## config.mk

```make
export PLATFORM = sky130hd
export DESIGN_NAME = mix_columns_seq
export DESIGN_NICKNAME = d
export VERILOG_FILES = /design/src/rtl/aes_pkg.sv /design/src/rtl/mix_column_unit.sv /design/src/rtl/mix_columns_seq.sv
export SDC_FILE = /design/constraint.sdc
export NUM_CORES = 1
export LEC_CHECK = 0
export ABC_CLOCK_PERIOD_IN_PS = 6150
export BUFFER_PORTS_ARGS = -buffer_cell sky130_fd_sc_hd__buf_2
export CAP_MARGIN = 20
export CORE_MARGIN = 4
export CORE_UTILIZATION = 52
export CTS_CLUSTER_SIZE = 14
export DETAILED_ROUTE_END_ITERATION = 6
export PLACE_DENSITY = 0.76
export SLEW_MARGIN = 40
export SYNTH_ARGS = -nofsm -noshare
export SYNTH_HDL_FRONTEND = slang
export SYNTH_SLANG_ARGS = --single-unit
```

## constraint.sdc

```tcl
create_clock -name clk -period 6.15 [get_ports clk]
set_input_delay 0.3075 -clock clk [delete_from_list [all_inputs] [get_ports clk]]
set_output_delay 0.3075 -clock clk [all_outputs]
set_load 0.03 [all_outputs]
```

## src/rtl/aes_pkg.sv

```systemverilog
// Shared AES column-mixing helpers: GF(2^8) arithmetic, coefficient sets and
// the FSM state encoding used by the iterative MixColumns engine.
package aes_pkg;

  localparam int NB = 4;

  // Row coefficients applied to a_r, a_{r+1}, a_{r+2}, a_{r+3}.
  localparam logic [7:0] FWD_COEF [NB] = '{8'h02, 8'h03, 8'h01, 8'h01};
  localparam logic [7:0] INV_COEF [NB] = '{8'h0e, 8'h0b, 8'h0d, 8'h09};

  typedef enum logic [1:0] {
    IDLE = 2'd0,
    RUN  = 2'd1,
    DONE = 2'd2
  } state_t;

  function automatic logic [7:0] xtime(input logic [7:0] x);
    return {x[6:0], 1'b0} ^ (x[7] ? 8'h1b : 8'h00);
  endfunction

  // Only the constants that appear in the two coefficient sets are supported.
  function automatic logic [7:0] gmul(input logic [7:0] x, input logic [7:0] c);
    logic [7:0] x2;
    logic [7:0] x4;
    logic [7:0] x8;
    logic [7:0] res;
    x2 = xtime(x);
    x4 = xtime(x2);
    x8 = xtime(x4);
    case (c)
      8'h01:   res = x;
      8'h02:   res = x2;
      8'h03:   res = x2 ^ x;
      8'h09:   res = x8 ^ x;
      8'h0b:   res = x8 ^ x2 ^ x;
      8'h0d:   res = x8 ^ x4 ^ x;
      8'h0e:   res = x8 ^ x4 ^ x2;
      default: res = 8'h00;
    endcase
    return res;
  endfunction

endpackage

```

## src/rtl/mix_column_unit.sv

```systemverilog
// Combinational single-column MixColumns / InvMixColumns.
// Byte 0 (row 0) sits in col_in[31:24].
module mix_column_unit
  import aes_pkg::*;
(
  input  logic [31:0] col_in,
  input  logic        inv,
  output logic [31:0] col_out
);

  logic [7:0] w_a [NB];
  logic [7:0] w_c [NB];

  generate
    for (genvar gi = 0; gi < NB; gi++) begin : g_byte
      assign w_a[gi] = col_in[31-8*gi -: 8];
      assign w_c[gi] = inv ? INV_COEF[gi] : FWD_COEF[gi];
    end

    // Row r rotates the same coefficient vector across the column bytes.
    for (genvar gi = 0; gi < NB; gi++) begin : g_row
      logic [7:0] w_b;
      assign w_b = gmul(w_a[gi],          w_c[0]) ^
                   gmul(w_a[(gi+1) % NB], w_c[1]) ^
                   gmul(w_a[(gi+2) % NB], w_c[2]) ^
                   gmul(w_a[(gi+3) % NB], w_c[3]);
      assign col_out[31-8*gi -: 8] = w_b;
    end
  endgenerate

endmodule

```

## src/rtl/mix_columns_seq.sv

```systemverilog
// Iterative MixColumns engine: accepts a state, transforms COLS_PER_CYCLE
// columns per cycle through shared units, then holds the result until taken.
module mix_columns_seq
  import aes_pkg::*;
#(
  parameter int COLS_PER_CYCLE = 1
) (
  input  logic         clk,
  input  logic         rst_n,
  input  logic         in_valid,
  output logic         in_ready,
  input  logic [127:0] in_data,
  input  logic         in_inv,
  output logic         out_valid,
  input  logic         out_ready,
  output logic [127:0] out_data,
  output logic         busy
);

  generate
    if (COLS_PER_CYCLE != 1 && COLS_PER_CYCLE != 2 && COLS_PER_CYCLE != 4) begin : g_bad_param
      $error("mix_columns_seq: COLS_PER_CYCLE must be 1, 2 or 4");
    end
  endgenerate

  localparam logic [1:0] IDX_STEP = 2'(COLS_PER_CYCLE);
  localparam logic [1:0] IDX_LAST = 2'(NB - COLS_PER_CYCLE);
  // Masking a column number with this yields the index of its group's first column.
  localparam logic [1:0] GRP_MASK = 2'(NB - COLS_PER_CYCLE);

  state_t r_state;
  state_t w_state_next;

  // Ascending packed range: element 0 is the most significant word = column 0.
  logic [0:NB-1][31:0] r_data;
  logic [0:NB-1][31:0] r_out;
  logic [0:NB-1][31:0] w_data_next;
  logic                r_inv;
  logic [1:0]          r_idx;
  logic                w_last;

  logic [31:0] w_col_out [COLS_PER_CYCLE];

  assign w_last = (r_idx == IDX_LAST);

  generate
    for (genvar gi = 0; gi < COLS_PER_CYCLE; gi++) begin : g_unit
      logic [1:0] w_col_idx;
      assign w_col_idx = r_idx + 2'(gi);
      mix_column_unit u_col (
        .col_in  (r_data[w_col_idx]),
        .inv     (r_inv),
        .col_out (w_col_out[gi])
      );
    end

    for (genvar gi = 0; gi < NB; gi++) begin : g_merge
      logic w_in_group;
      assign w_in_group       = ((2'(gi) & GRP_MASK) == r_idx);
      assign w_data_next[gi]  = w_in_group ? w_col_out[gi % COLS_PER_CYCLE] : r_data[gi];
    end
  endgenerate

  always_ff @(posedge clk) begin
    if (!rst_n) begin
      r_state <= IDLE;
    end else begin
      r_state <= w_state_next;
    end
  end

  always_comb begin
    w_state_next = r_state;
    in_ready     = 1'b0;
    out_valid    = 1'b0;
    busy         = 1'b0;
    case (r_state)
      IDLE: begin
        in_ready = 1'b1;
        if (in_valid) begin
          w_state_next = RUN;
        end
      end
      RUN: begin
        busy = 1'b1;
        if (w_last) begin
          w_state_next = DONE;
        end
      end
      DONE: begin
        out_valid = 1'b1;
        if (out_ready) begin
          w_state_next = IDLE;
        end
      end
      default: w_state_next = IDLE;
    endcase
  end

  always_ff @(posedge clk) begin
    if (!rst_n) begin
      r_data <= '0;
      r_out  <= '0;
      r_inv  <= 1'b0;
      r_idx  <= 2'd0;
    end else begin
      case (r_state)
        IDLE: begin
          if (in_valid) begin
            r_data <= in_data;
            r_inv  <= in_inv;
            r_idx  <= 2'd0;
          end
        end
        RUN: begin
          r_data <= w_data_next;
          r_idx  <= r_idx + IDX_STEP;
          if (w_last) begin
            r_out <= w_data_next;
          end
        end
        default: ;
      endcase
    end
  end

  assign out_data = r_out;

endmodule

```

==> flow_summary.json <==
{
  "synthTopCellsByArea": "dfxtp_1 (39%), xnor2_1 (6.6%), a21oi_1 (5.8%)",
  "worstPathRequired_ns": 6.54,
  "die_h_um": 168,
  "dieArea_sq_um": 28300,
  "finalInstanceArea_sq_um": 15700,
  "layout.cells.non_filler": 1930,
  "dpl-instance-area_sq_um": 14700,
  "yosys_warnings": 0,
  "postCtsHoldBufs": 0,
  "routed_via_density": 6.60,
  "cp-end-kind": "register",
  "seq_area_frac_synth": 0.391,
  "start_kind": "register",
  "grt_max_degree": 71,
  "port_buffers": 263,
  "async_reset_ff_frac": 0,
  "drtPass1Iterations": 6,
  "synth.avg_cell_area_sq_um": 9.59,
  "start_util": 0.529,
  "synth_compound_gate_area_share": 0.249,
  "ir_worst_vdd_uv": 292,
  "rr_worst_depth": 7,
  "worstReg2RegEnd": "out_data[43]",
  "hold_class": "in2reg",
  "place_congestion": 0.966,
  "route.detailed.wl_per_inst_um": 25.5,
  "dpl.hpwl_um": 34600,
  "insertion_delay_ns": 0.54,
  "report.final.slew_viol_count": 0,
  "die_w_um": 168,
  "finalCritPeriodShare": 0.680,
  "post-route-min-period_ns": 4.18,
  "synthXorXnorAreaFrac": 0.165,
  "yosys_most_used_dff": "dfxtp_1",
  "synth_area_sq_um": 13400,
  "synth_mux_area_frac": 0.0586,
  "layout-drive-gt1-share": 0.261,
  "whs_path_depth": 3,
  "io_pins": 264,
  "antenna_found_initial": 0,
  "drc": 0,
  "finalHoldViolCount": 0,
  "antenna_cells": 0,
  "critPathMaxFanout": 24,
  "syn_to_final_growth_pct": 17.6,
  "clock_path_buffers": 3,
  "synth_cell_type_count": 56,
  "cts_tree": "built",
  "post-cts-setup-buffers": 0,
  "cts_resized": 0,
  "drt-initial-drc-count": 1609,
  "clockRootBuffer": "clkbuf_16",
  "clk_pin_slew_ns": 0.07,
  "yosysMostFrequentCell": "dfxtp_1",
  "min_from": "in_inv",
  "rows": 58,
  "slew_headroom": 0.422,
  "grt_pass1_vias": 12109,
  "worstMarginPinSlew_ns": 0.867,
  "dp_cells": 1880,
  "cts_buffers": 27,
  "synth-edff-count": 0,
  "synthSimpleGateAreaFrac": 0.0896,
  "clock_sinks": 261,
  "synth_top_area_cell": "dfxtp_1",
  "yosysTopAreaCellShare": 0.391,
  "rrSetupSlack_ns": 1.97,
  "synth_top_family_by_area": "compound AO/OA/AOI/OAI gates",
  "h-tree-depth": 1,
  "core-area_sq_um": 25300,
  "timing.fmax_ghz": 0.239,
  "cp_data_arrival_time_ns": 4.57,
  "hold_end": "r_inv",
  "tns_ns": 0,
  "grt_pass1_wl_um": 74300,
  "path_class": "reg2reg",
  "power_density_nw_per_um2": 508,
  "total_power_mw": 7.99,
  "maxCapViolCount": 0,
  "setup_viol": 0,
  "synth_common_cells": "dfxtp_1 (261), a21oi_1 (155), clkbuf_1 (110), nor2_1 (110), xnor2_1 (101)",
  "syn_inst": 1394,
  "final_nets": 1717,
  "yosys.area_share.adder": 0.00375,
  "grt-ovfl-total": 0,
  "r2r-start": "r_idx[0]",
  "drt.antenna.violating_nets": 0,
  "groute.usage.overall": 0.332,
  "final.fill_count": 2137,
  "num_vias": 12735,
  "p_leak_nw": 6.55,
  "finalClockSkew_ns": 0.0137,
  "synth_nets": 1531,
  "hold_ws_ns": 0.0266,
  "rsz0062_at_grt": "no",
  "status": "finished, final reports clean",
  "ys_ff_latch": 261,
  "routed_wl_um": 49200
}
==> state kept, by name (all words and copies together) (netlist names) <==
register  cells
out_data    128
r_data      128
r_inv         1
r_idx         2
r_state       2
==> area by class of cell <==
| type | count | area (sq um) | area share |
|---|---|---|---|
| clock buffer | 42 | 842 | 0.0536 |
| clock inverter | 7 | 87.6 | 0.00557 |
| inverter | 9 | 35.0 | 0.00223 |
| multi-input combinational | 995 | 7600 | 0.484 |
| sequential | 261 | 5230 | 0.333 |
| tap | 330 | 413 | 0.0263 |
| timing repair buffer | 286 | 1510 | 0.0960 |
==> logic make-up (layout without fill, tap and decap cells) <==
logic type	count (synthesis)	count (layout)
DFF	261	261
adders and majority gates	4	4
AOI/OAI and AO/OA	502	502
muxes	37	37
buffers and inverters	138	344
and+or+nand+nor	268	268
xor gates and xnor gates	184	184
==> power breakdown <==
part	leakage, nW	internal (mW)	total [mW]	switching (mW)
Combinational	3.96	1.67	4.31	2.65
Sequential	2.13	1.82	1.96	0.140
Clock	0.461	1.02	1.72	0.697
==> through the flow <==
stage	setup WS (ns)	util
6_report	1.97	0.622
5_1_grt	1.83	0.622
4_1_cts	1.78	0.621
3_5_place_dp	1.82	0.584
3_3_place_gp	1.80	0.584
2_1_floorplan	3.05	-
==> cell usage in the layout (no fill, tap or decap), types with 23 or more instances in the layout <==
master / count
buf_2: 262
nand2_1: 82
a21oi_1: 155
dfxtp_1: 258
clkbuf_16: 28
a22oi_1: 37
o22ai_1: 36
a211oi_1: 27
xor2_1: 33
and3_1: 25
o21ai_0: 74
o221ai_1: 63
mux4_2: 30
buf_4: 23
xnor2_1: 100
nor2_1: 109
==> how the worst max path moves through the flow <==
stage | end | from | cells past startpoint | slack (ns)
4_1_cts | out_data[43] | r_idx[0] | 7 | 1.78
2_1_floorplan | out_data[41] | r_idx[0] | 10 | 3.05
6_report | out_data[43] | r_idx[0] | 7 | 1.97
3_5_place_dp | out_data[43] | r_idx[0] | 7 | 1.82
5_1_grt | out_data[43] | r_idx[0] | 8 | 1.83
3_3_place_gp | out_data[43] | r_idx[0] | 7 | 1.80
==> worst max-delay path, cell delays in order, from the launching register on <==
cell and delay, ns:
dfxtp_4 0.63, mux4_1 0.96, xnor2_2 0.59, xor3_1 0.45, xnor3_1 0.45, nand2_1 0.16, xnor2_2 0.57, o21ai_0 0.19
==> per-layer routing <==
metal / track usage / share of wire / vias to the layer above
met5: 0 / 0 / -
met1: 0.462 / 0.39 / 6157
met2: 0.510 / 0.45 / 922
met3: 0.0782 / 0.12 / 140
li1: - / - / 5516
met4: 0.114 / 0.039 / 0
No activity file was read; power rests on OpenSTA's default activity.
